`config.mk`:
```
export PLATFORM = sky130hd
export DESIGN_NAME = seg7_monitor
export DESIGN_NICKNAME = d
export VERILOG_FILES = /design/src/rtl/seg7_pkg.sv /design/src/rtl/seg7_to_bcd.sv /design/src/rtl/seg7_monitor.sv
export SDC_FILE = /design/constraint.sdc
export NUM_CORES = 1
export LEC_CHECK = 0
export CAP_MARGIN = 20
export CORE_ASPECT_RATIO = 1.4
export CORE_MARGIN = 3
export CORE_UTILIZATION = 53
export CTS_BUF_LIST = sky130_fd_sc_hd__clkbuf_8
export DETAILED_ROUTE_END_ITERATION = 7
export GPL_TIMING_DRIVEN = 0
export PLACE_DENSITY = 0.87
export SKIP_CTS_REPAIR_TIMING = 1
export SLEW_MARGIN = 5
export SYNTH_ARGS = -nofsm -noshare
export SYNTH_HDL_FRONTEND = slang
export SYNTH_SLANG_ARGS = --single-unit
```
`constraint.sdc`:
```
create_clock -name clk -period 2.7 [get_ports clk]
set_input_delay 0.405 -clock clk [delete_from_list [all_inputs] [get_ports clk]]
set_output_delay 0.405 -clock clk [all_outputs]
set_load 0.02 [all_outputs]
```
`src/rtl/seg7_pkg.sv`:
```
// Shared seven-segment constants (active-low gfedcba, bit 0 = a) and monitor state types.
package seg7_pkg;
    localparam logic [6:0] SEG_0     = 7'b1000000;
    localparam logic [6:0] SEG_1     = 7'b1111001;
    localparam logic [6:0] SEG_2     = 7'b0100100;
    localparam logic [6:0] SEG_3     = 7'b0110000;
    localparam logic [6:0] SEG_4     = 7'b0011001;
    localparam logic [6:0] SEG_5     = 7'b0010010;
    localparam logic [6:0] SEG_6     = 7'b0000010;
    localparam logic [6:0] SEG_7     = 7'b1111000;
    localparam logic [6:0] SEG_8     = 7'b0000000;
    localparam logic [6:0] SEG_9     = 7'b0010000;
    localparam logic [6:0] SEG_BLANK = 7'b1111111;

    localparam int STAB_W = 8;

    typedef enum logic {
        ST_UNLOCKED = 1'b0,
        ST_LOCKED   = 1'b1
    } seq_state_t;
endpackage

```
`src/rtl/seg7_to_bcd.sv`:
```
// Combinational decode of an active-low segment pattern to a BCD digit.
// Zero latency; no flow control.
module seg7_to_bcd
    import seg7_pkg::*;
(
    input  logic [6:0] i_pat,
    output logic [3:0] o_digit,
    output logic       o_is_digit,
    output logic       o_is_blank
);
    always_comb begin
        o_digit    = 4'd0;
        o_is_digit = 1'b1;
        o_is_blank = 1'b0;
        case (i_pat)
            SEG_0:     o_digit = 4'd0;
            SEG_1:     o_digit = 4'd1;
            SEG_2:     o_digit = 4'd2;
            SEG_3:     o_digit = 4'd3;
            SEG_4:     o_digit = 4'd4;
            SEG_5:     o_digit = 4'd5;
            SEG_6:     o_digit = 4'd6;
            SEG_7:     o_digit = 4'd7;
            SEG_8:     o_digit = 4'd8;
            SEG_9:     o_digit = 4'd9;
            SEG_BLANK: begin
                o_is_digit = 1'b0;
                o_is_blank = 1'b1;
            end
            default:   o_is_digit = 1'b0;
        endcase
    end
endmodule

```
`src/rtl/seg7_monitor.sv`:
```
// Glitch-filters a segment bus, decodes accepted patterns and checks the mod-10 up-count.
// Results appear STABLE_CYCLES edges after the input register captures a change; never stalls.
module seg7_monitor
    import seg7_pkg::*;
#(
    parameter int STABLE_CYCLES = 4,
    parameter bit ACTIVE_LOW    = 1'b1,
    parameter int ERR_CNT_W     = 8
) (
    input  logic                 clk,
    input  logic                 reset,
    input  logic [6:0]           seg,
    output logic [3:0]           bcd,
    output logic                 digit_valid,
    output logic                 blank,
    output logic                 pattern_err,
    output logic                 seq_err,
    output logic                 locked,
    output logic [ERR_CNT_W-1:0] err_count
);
    localparam logic [6:0]        SEG_OFF  = ACTIVE_LOW ? SEG_BLANK : 7'h00;
    localparam logic [STAB_W-1:0] STAB_MAX = STABLE_CYCLES[STAB_W-1:0];

    logic [6:0]           r_seg_q;
    logic [6:0]           r_last_pat;
    logic                 r_has_last;
    logic [STAB_W-1:0]    r_stab_cnt;
    seq_state_t           r_state;
    logic [3:0]           r_expected;
    logic [3:0]           r_bcd;
    logic                 r_digit_valid;
    logic                 r_blank;
    logic                 r_pattern_err;
    logic                 r_seq_err;
    logic [ERR_CNT_W-1:0] r_err_count;

    logic [6:0] w_norm;
    logic [3:0] w_digit;
    logic       w_is_digit;
    logic       w_is_blank;
    logic       w_changed;
    logic       w_accept;
    logic       w_seq_miss;
    logic       w_err_event;

    assign w_norm = ACTIVE_LOW ? r_seg_q : ~r_seg_q;

    seg7_to_bcd u_dec (
        .i_pat      (w_norm),
        .o_digit    (w_digit),
        .o_is_digit (w_is_digit),
        .o_is_blank (w_is_blank)
    );

    // Accept on the single edge the run reaches STABLE_CYCLES; the last pattern is never re-reported.
    assign w_changed   = (seg != r_seg_q);
    assign w_accept    = !w_changed && (r_stab_cnt == STAB_MAX - 8'd1)
                         && !(r_has_last && (r_seg_q == r_last_pat));
    assign w_seq_miss  = (r_state == ST_LOCKED) && (w_digit != r_expected);
    assign w_err_event = w_accept && ((w_is_digit && w_seq_miss) || (!w_is_digit && !w_is_blank));

    always_ff @(posedge clk or posedge reset) begin
        if (reset) begin
            r_seg_q       <= SEG_OFF;
            r_last_pat    <= SEG_OFF;
            r_has_last    <= 1'b0;
            r_stab_cnt    <= '0;
            r_state       <= ST_UNLOCKED;
            r_expected    <= 4'd0;
            r_bcd         <= 4'd0;
            r_digit_valid <= 1'b0;
            r_blank       <= 1'b0;
            r_pattern_err <= 1'b0;
            r_seq_err     <= 1'b0;
            r_err_count   <= '0;
        end else begin
            r_seg_q       <= seg;
            r_digit_valid <= 1'b0;
            r_pattern_err <= 1'b0;
            r_seq_err     <= 1'b0;

            if (w_changed)
                r_stab_cnt <= '0;
            else if (r_stab_cnt != STAB_MAX)
                r_stab_cnt <= r_stab_cnt + 8'd1;

            if (w_accept) begin
                r_last_pat <= r_seg_q;
                r_has_last <= 1'b1;
                if (w_is_digit) begin
                    r_bcd         <= w_digit;
                    r_blank       <= 1'b0;
                    r_digit_valid <= 1'b1;
                    r_seq_err     <= w_seq_miss;
                    r_state       <= ST_LOCKED;
                    r_expected    <= (w_digit == 4'd9) ? 4'd0 : w_digit + 4'd1;
                end else if (w_is_blank) begin
                    r_blank <= 1'b1;
                    r_state <= ST_UNLOCKED;
                end else begin
                    r_pattern_err <= 1'b1;
                    r_state       <= ST_UNLOCKED;
                end
            end

            if (w_err_event && (r_err_count != '1))
                r_err_count <= r_err_count + 1'b1;
        end
    end

    assign bcd         = r_bcd;
    assign digit_valid = r_digit_valid;
    assign blank       = r_blank;
    assign pattern_err = r_pattern_err;
    assign seq_err     = r_seq_err;
    assign locked      = (r_state == ST_LOCKED);
    assign err_count   = r_err_count;
endmodule

```
==> out/metrics.csv, run 1 <==
metric,value,unit
outcome,"finished, violations left",
failing checks,setup timing,
max incr delay on CP,580,ps
final hold violation count,0,
maxcap violations,0,
most frequent cells in the layout,"dfrtp_1, clkdlybuf4s50_1, nand2_1, nor2_1",
RSZ-0062 raised after global routing,true,
number of enable flip-flop cells after synthesis,0,
DR pass1 iterations,4,
number of synthesized register bits,44,
Synthesis Warnings,0,
Hold Path Class,input pin to asynchronous set/reset pin,
Power Total,1.30,mW
first-pass GRT wire length,8.36,mm
I/O Buffers,25,
antenna violations before repair,0,
layout cells sized above 1,24.8,%
"CTS clk-pin slew, worst paths",80,ps
Static Leak,1.29,nW
post-route antenna net violation count,0,
full die area,0.00541,mm^2
area delta synth->final,26.2,%
Mapped Area,0.00241,mm^2
Synth Flop Type,dfrtp_1,
height of the die,85.9,um
root buf cell,clkbuf_8,
Mean Syn Cell Area,10.4,um^2
Post-Syn Instances,232,
CTS tree,built,
Slew Limit Headroom,65.8,%
io pins,26,
CP Class,register to register,
FP Rows,28,
"commonest non-fill, non-tap cell in the layout",dfrtp_1,
grt ovf,0,
largest net degree at the start of global routing,31,
fin util,70.7,%
H-tree levels,2,
Final Worst Setup Slack,-59.7,ps
diode count,0,
post-route cell area,0.00305,mm^2
"Period Utilization, post-route",102,%
Initial Util,56.0,%
Sequential Area,0.00112,mm^2
die width,63.0,um
slowest CP cell,dfstp_2,
core area,0.00431,mm^2
Reg2Reg Setup Slack,-60,ps
CP max FO,10,
CP Capture Type,register,
Top delay family on crit path,compound AO/OA/AOI/OAI gates,
Critical Path Source Type,register,
Filler Cells Inserted,320,
worst path bufs/invs,2,
area of the multi-input gates,0.00123,mm^2
"FFs w/ async S/R, synth",100,%
number of global-route vias before repair,1903,
sequential area share after synthesis,46.3,%
clk buf depth,2,
P per Cell Area,425,mW/mm^2
DR DRC count,0,
Sink Count,44,
CP required,2890,ps
CP Cell Sequence,buf_4 -> nand4b_1 -> o31a_1 -> o41ai_4 -> xor2_1 -> o41a_2 -> buf_6 -> o21a_1 -> o22a_1,
WL final,5.62,mm
WL per Instance,16.6,um
final setup fails,5,
VDD IR-drop max,636,uV
DP Area,0.00276,mm^2
DR iter-0 viols,157,
Hold WS,365,ps
max-slew violations,0,
achievable clock frequency,362,MHz
Vias per Instance,5.83,
clock latency reported for the late side of the worst-skew pair,300,ps
Vias,1972,
Total GRT Usage,19.6,%
worst clock skew,7.61,ps
Num CTS Buffers,5,
crit path DAT,2950,ps
nets,289,
GPL Wtd Cong,0.881,
hpwl dp,3.50,mm
"Distinct cells, synth",60,
post-layout minimum cycle time,2760,ps
worst-margin pin slew,508,ps
Mapped Nets,244,
-- report_power, final --
group / internal (mW) / switching, mW
logic: 0.0519 / 0.0666
clock network: 0.274 / 0.229
registers: 0.669 / 0.00645
total: 0.995 / 0.302
-- per-layer routing --
| metal | vias to the layer above | part of all wire (%) | wire (um) | track usage [%] |
|---|---|---|---|---|
| li1 | 918 | - | - | - |
| met1 | 963 | 38 | 2160 | 20.5 |
| met2 | 76 | 53 | 3010 | 37.1 |
| met3 | 15 | 5.4 | 303 | 4.59 |
| met4 | 0 | 2.7 | 149 | 7.63 |
| met5 | - | 0 | 0 | 0 |
-- Yosys cell counts (4+ instances only) --
master   instances  area [um^2]
dfrtp_1         30          751
nand2_1         21         78.8
nor2_1          20         75.1
dfstp_2         14          368
xnor2_1         14          123
xor2_1          10         87.6
o21ai_0          8         40.0
inv_1            7         26.3
nand3_1          7         35.0
a21oi_1          6         30.0
buf_6            6         67.6
mux2_2           6         67.6
and3_1           5         31.3
nand4_1          5         31.3
nor3_1           5         25.0
buf_2            4         20.0
-- final timing paths --
| kind | endpoint | start | cells after the start |
|---|---|---|---|
| max reg2reg | err_count[6] | r_seg_q[3] | 9 |
| min | bcd[2] | reset | 2 |
| min reg2reg | r_has_last | r_has_last | 1 |
| max in group asynchronous | r_last_pat[4] | reset | 3 |
| max | err_count[6] | r_seg_q[3] | 9 |
| min in group clk | r_has_last | r_has_last | 1 |
-- registers in the layout, indices dropped and copies added (netlist names) --
signal	cells
locked	1
r_stab_cnt	8
pattern_err	1
r_last_pat	7
r_expected	4
r_seg_q	7
r_has_last	1
bcd	4
seq_err	1
blank	1
digit_valid	1
err_count	8
-- metrics by stage --
stage | instances | setup WS (ps) | TNS, ps
detailed placement | 318 | -230 | -947
global placement | 317 | -178 | -550
CTS | 326 | -142 | -610
finish | 338 | -59.7 | -120
floorplan | 232 | 75.4 | 0
global route | 338 | -131 | -714
-- cells by family (layout without fill, tap and decap cells) --
group | Yosys count | count (layout) | synth area share [%]
and+or+nand+nor | 90 | 90 | 21.3
buffers and inverters | 19 | 65 | 5.03
DFF | 44 | 44 | 46.3
AOI/OAI and AO/OA | 46 | 46 | 14.3
muxes | 6 | 6 | 2.80
xor gates and xnor gates | 24 | 24 | 8.70
adders and majority gates | 3 | 3 | 1.55
-- area by class of cell --
cell class,instances,area share (%)
multi-input cells,169,40.4
flip-flops and latches,44,36.7
repair buffers,39,12.3
plain buffers,10,3.45
well taps,60,2.46
clock buffers,5,2.26
clock inverters,3,1.40
inverters,8,0.986
Note: power is estimated with default switching activity, not from simulation.
==> run 2: changes to the inputs <==
Settings changed: CORE_UTILIZATION 53 to 40, PLACE_DENSITY 0.87 to 0.7.
==> run 2 against run 1 <==
  * The run still ends with setup timing left
  * Total power increased by 2.0%
  * Sequential power barely moved
  * Via count fell by 2.4%
  * Clock skew grew 2.9 ps
  * Combinational power is 6% higher
  * Maximum frequency increased by 1.7%
  * Setup slack improved by 46 ps
  * Core utilization decreased by 15 points
  * Count of clock-buffer cells in the layout is 1 higher
  * Critical path type unchanged
  * Critical endpoint is now err_count[3]
  * Largest power group unchanged
==> out/metrics.csv, run 2 (synthesis gave the netlist of run 1 again) <==
metric,value,unit
VDD IR-drop max,308,uV
CP max FO,5,
Top delay family on crit path,compound AO/OA/AOI/OAI gates,
io pins,26,
placed insts,326,
clk buf depth,2,
first-pass GRT wire length,8.27,mm
CTS tree,built,
hpwl dp,3.58,mm
Vias per Instance,5.45,
WL final,5.37,mm
core area,0.00569,mm^2
largest net degree at the start of global routing,31,
diode count,0,
"worst slack, placed",-217,ps
"commonest non-fill, non-tap cell in the layout",dfrtp_1,
Sink Count,44,
DR iter-0 viols,76,
slowest CP cell,dfstp_2,
Reg2Reg Depth,9,
worst reg2reg path startpoint,r_seg_q[6],
root buf cell,clkbuf_8,
Num CTS Buffers,5,
WL per Instance,15.2,um
H-tree levels,2,
post-route antenna net violation count,0,
fin cells,353,
highest routed layer,met4,
full die area,0.00702,mm^2
Critical Path Source Type,register,
height of the die,97.9,um
P per Cell Area,421,mW/mm^2
nets,296,
Hold WS,375,ps
GPL Wtd Cong,0.823,
area delta synth->final,30.0,%
achievable clock frequency,369,MHz
CP required,2880,ps
fin util,55.2,%
worst path bufs/invs,2,
antenna violations before repair,0,
clock latency reported for the late side of the worst-skew pair,300,ps
maxcap violations,0,
Vias,1924,
final setup fails,2,
FP Rows,32,
Total GRT Usage,14.6,%
DR pass1 iterations,4,
DP Area,0.00277,mm^2
Hold Path Class,input pin to asynchronous set/reset pin,
max incr delay on CP,540,ps
met3 wire len,160,um
WL met2,2.93,mm
RSZ-0062 raised after global routing,true,
layout cells sized above 1,27.4,%
max-slew violations,0,
CP Class,register to register,
I/O Buffers,25,
Metal-1 WL,2.15,mm
final hold violation count,0,
crit path DAT,2900,ps
Static Leak,1.34,nW
"CTS clk-pin slew, worst paths",90,ps
most frequent cells in the layout,"dfrtp_1, clkdlybuf4s50_1, nand2_1",
outcome,"finished, violations left",
post-route cell area,0.00314,mm^2
worst-margin pin slew,458,ps
post-layout minimum cycle time,2710,ps
die width,71.7,um
failing checks,setup timing,
worst clock skew,10.5,ps
Initial Util,42.5,%
grt ovf,0,
"Period Utilization, post-route",100,%
CP Capture Type,register,
Slew Limit Headroom,69.5,%
R2R Path End,err_count[3],
DR DRC count,0,
number of global-route vias before repair,1749,
Final Worst Setup Slack,-13.4,ps
CP Cell Sequence,buf_8 -> nand2_4 -> or4_4 -> and3_4 -> a2111oi_4 -> o41a_2 -> buf_6 -> o21bai_1 -> a221o_1,
Reg2Reg Setup Slack,-10,ps
## run 2: cell count changes in the layout (fill, tap and decap cells not counted)
cell,delta
nor2_2,+1
xnor2_1,-1
xor2_1,-1
clkinv_2,-1
clkinvlp_4,-1
buf_4,+5
xnor2_2,+1
nor2_1,-1
xor2_2,+1
clkinv_1,+1
buf_6,+2
clkbuf_8,+1
## run 2: per-stage QoR
stage               power [mW]  setup TNS, ps
floorplan                0.749              0
global placement         0.777           -634
detailed placement       0.783           -765
CTS                       1.31           -414
global route              1.37           -309
finish                    1.32          -17.8
## run 2: worst max-delay path by stage
stage,startpoint,to,cells past startpoint
5_1_grt,r_seg_q[3],err_count[6],9
3_3_place_gp,seg[5],err_count[3],9
2_1_floorplan,r_seg_q[5],err_count[6],9
3_5_place_dp,seg[5],err_count[3],9
6_report,r_seg_q[6],err_count[3],9
4_1_cts,r_seg_q[1],err_count[6],9
## run 2: layout make-up
class / count / area (um^2)
Fill cell: 496 / 2550
Multi-Input combinational cell: 169 / 1250
Sequential cell: 44 / 1120
Timing Repair Buffer: 46 / 428
Buffer: 10 / 113
Tap cell: 68 / 85.1
Clock buffer: 6 / 82.6
Clock inverter: 2 / 33.8
Inverter: 8 / 30.0
## run 2: routing by layer
layer,vias up,track usage [%]
li1,933,-
met1,940,17.8
met2,41,26.0
met3,10,2.78
met4,0,4.05
met5,-,0
## run 2: power breakdown
| group | total, mW | leakage [nW] | switching (mW) | internal [mW] |
|---|---|---|---|---|
| Clock | 0.522 | 0.0588 | 0.224 | 0.298 |
| Sequential | 0.675 | 0.560 | 0.00547 | 0.669 |
| Combinational | 0.125 | 0.720 | 0.0686 | 0.0568 |
## run 2: worst reg2reg max path: stages (launching register included)
cell and delay [ps]:
dfstp_2 540, buf_8 100, nand2_4 40, or4_4 500, and3_4 230, a2111oi_4 370
o41a_2 280, buf_6 140, o21bai_1 70, a221o_1 330
==> run 3: changes to the inputs <==
Settings changed: ABC_AREA from default to 1, CORE_UTILIZATION 40 to 32, PLACE_DENSITY 0.7 to 0.6.
==> run 3 against run 2 <==
  * The flow now finishes without violations
  * Via count increased by 15%
  * Combinational power fell by 18%
  * Register-to-register slack better by 380 ps
  * Worst hold slack worse by 16 ps
  * Die area up 29%
  * Setup slack better by 380 ps
  * Critical endpoint is now err_count[7]
  * Highest routed layer unchanged
==> out/metrics.csv, run 3 <==
metric,value,unit
Metal-1 WL,2.40,mm
fin util,39.9,%
max incr delay on CP,540,ps
height of the die,111,um
post-layout minimum cycle time,2340,ps
Num CTS Buffers,5,
cell taking the most area after synthesis,dfrtp_1,
Sink Count,44,
area delta synth->final,18.6,%
"CTS clk-pin slew, worst paths",90,ps
outcome,"complete, no violations",
"FFs w/ async S/R, synth",100,%
CP Capture Type,register,
sequential area share after synthesis,44.1,%
number of synthesized register bits,44,
met3 wire len,246,um
CP Cell Sequence,buf_6 -> xnor2_1 -> nand2_1 -> nor2_1 -> nand3_2 -> nor2_4 -> nand2_4 -> nor2_2 -> nand2_2 -> nand2_4 -> nand2_4 -> o21ai_1 -> nand2_1,
most frequent cells in the layout,"nand2_1, inv_1, nor2_1",
first-pass GRT wire length,9.87,mm
CP Class,register to register,
full die area,0.00905,mm^2
hpwl dp,4.24,mm
synth top area cells,"dfrtp_1, dfstp_2, nand2_1",
placed insts,452,
Hold Path Class,input pin to asynchronous set/reset pin,
achievable clock frequency,428,MHz
CP max FO,8,
io pins,26,
number of global-route vias before repair,2169,
"commonest non-fill, non-tap cell in the layout",nand2_1,
DR pass1 iterations,4,
layout cells sized above 1,14.9,%
clock latency reported for the late side of the worst-skew pair,310,ps
Final Worst Setup Slack,363,ps
P per Cell Area,393,mW/mm^2
"worst slack, placed",115,ps
root buf cell,clkbuf_8,
worst path bufs/invs,1,
CTS tree,built,
most common cell in the synthesized netlist,nand2_1,
largest net degree at the start of global routing,34,
DP Area,0.00293,mm^2
max-slew violations,0,
share of Yosys cell area claimed by the top area cell type,29.6,%
worst-margin pin slew,581,ps
commonest cells in the netlist,"nand2_1, inv_1, nor2_1",
"Distinct cells, synth",33,
Mapped Nets,341,
fin cells,460,
core area,0.00755,mm^2
WL per Instance,12.2,um
maxcap violations,0,
crit path DAT,2530,ps
Initial Util,33.6,%
final setup fails,0,
post-route antenna net violation count,0,
nets,374,
slowest CP cell,dfstp_2,
WL met2,2.90,mm
die width,81.3,um
highest routed layer,met4,
I/O Buffers,25,
worst clock skew,11.6,ps
DR iter-0 viols,171,
Post-Syn Instances,329,
Mean Syn Cell Area,7.72,um^2
clk buf depth,2,
Top delay family on crit path,simple AND/OR/NAND/NOR gates,
CP dominant cell by count,nand2_4,
GPL Wtd Cong,0.872,
VDD IR-drop max,193,uV
CP required,2890,ps
Critical Path Source Type,register,
grt ovf,0,
Vias,2218,
Slew Limit Headroom,60.9,%
RSZ-0062 raised after global routing,false,
final hold violation count,0,
setup TNS,0,ps
Vias per Instance,4.82,
diode count,0,
WL final,5.63,mm
Mapped Area,0.00254,mm^2
antenna violations before repair,0,
H-tree levels,2,
FP Rows,37,
post-route cell area,0.00301,mm^2
number of enable flip-flop cells after synthesis,0,
Synthesis Warnings,0,
"Period Utilization, post-route",86.6,%
Synth Flop Type,dfrtp_1,
Total GRT Usage,13.6,%
DR DRC count,0,
Static Leak,1.41,nW
run 3: per-stage QoR:
stage	total power, mW	hold slack [ps]
2_1_floorplan	0.754	409
3_3_place_gp	0.786	468
3_5_place_dp	0.790	475
4_1_cts	1.20	372
5_1_grt	1.24	373
6_report	1.18	359
run 3: worst reg2reg max path, stage by stage (launching register included):
cell	delay (ps)
dfstp_2	540
buf_6	120
xnor2_1	120
nand2_1	70
nor2_1	280
nand3_2	230
nor2_4	230
nand2_4	100
nor2_2	100
nand2_2	60
nand2_4	100
nand2_4	80
o21ai_1	130
nand2_1	60
run 3: worst paths after layout:
path | startpoint | to | depth (start not counted) | slack (ps)
max | r_seg_q[6] | err_count[7] | 13 | 360
max in group asynchronous | reset | r_last_pat[2] | 3 | 1800
min | reset | r_stab_cnt[6] | 2 | 360
max reg2reg | r_seg_q[6] | err_count[7] | 13 | 360
min in group clk | bcd[3] | bcd[3] | 2 | 490
min reg2reg | bcd[3] | bcd[3] | 2 | 490
run 3: cell type report:
| cell class | count | area, um^2 |
|---|---|---|
| buffer | 6 | 41.3 |
| clock buffer | 5 | 68.8 |
| clock inverter | 3 | 12.5 |
| fill | 786 | 4530 |
| inverter | 47 | 176 |
| multi-input combinational | 232 | 1200 |
| sequential | 44 | 1120 |
| tap | 97 | 121 |
| timing repair buffer | 26 | 270 |
run 3: metal layers:
layer | vias to the layer above | GRT usage, %
met1 | 1053 | 17.0
li1 | 1111 | -
met5 | - | 0
met4 | 0 | 3.83
met2 | 45 | 23.0
met3 | 9 | 3.32
run 3: power breakdown:
part / leakage, nW / total [mW] / internal, mW / switching (mW)
clock network: 0.0505 / 0.406 / 0.175 / 0.232
logic: 0.831 / 0.103 / 0.0392 / 0.0638
registers: 0.530 / 0.674 / 0.669 / 0.00472
run 3: cell families after synthesis:
kind of cell | count (synthesis) | share of synthesized area, %
xor+xnor | 13 | 4.48
simple gates | 183 | 34.1
fa+ha+maj | 3 | 1.48
compound gates | 33 | 7.29
buf+inv | 53 | 8.58
flops | 44 | 44.1
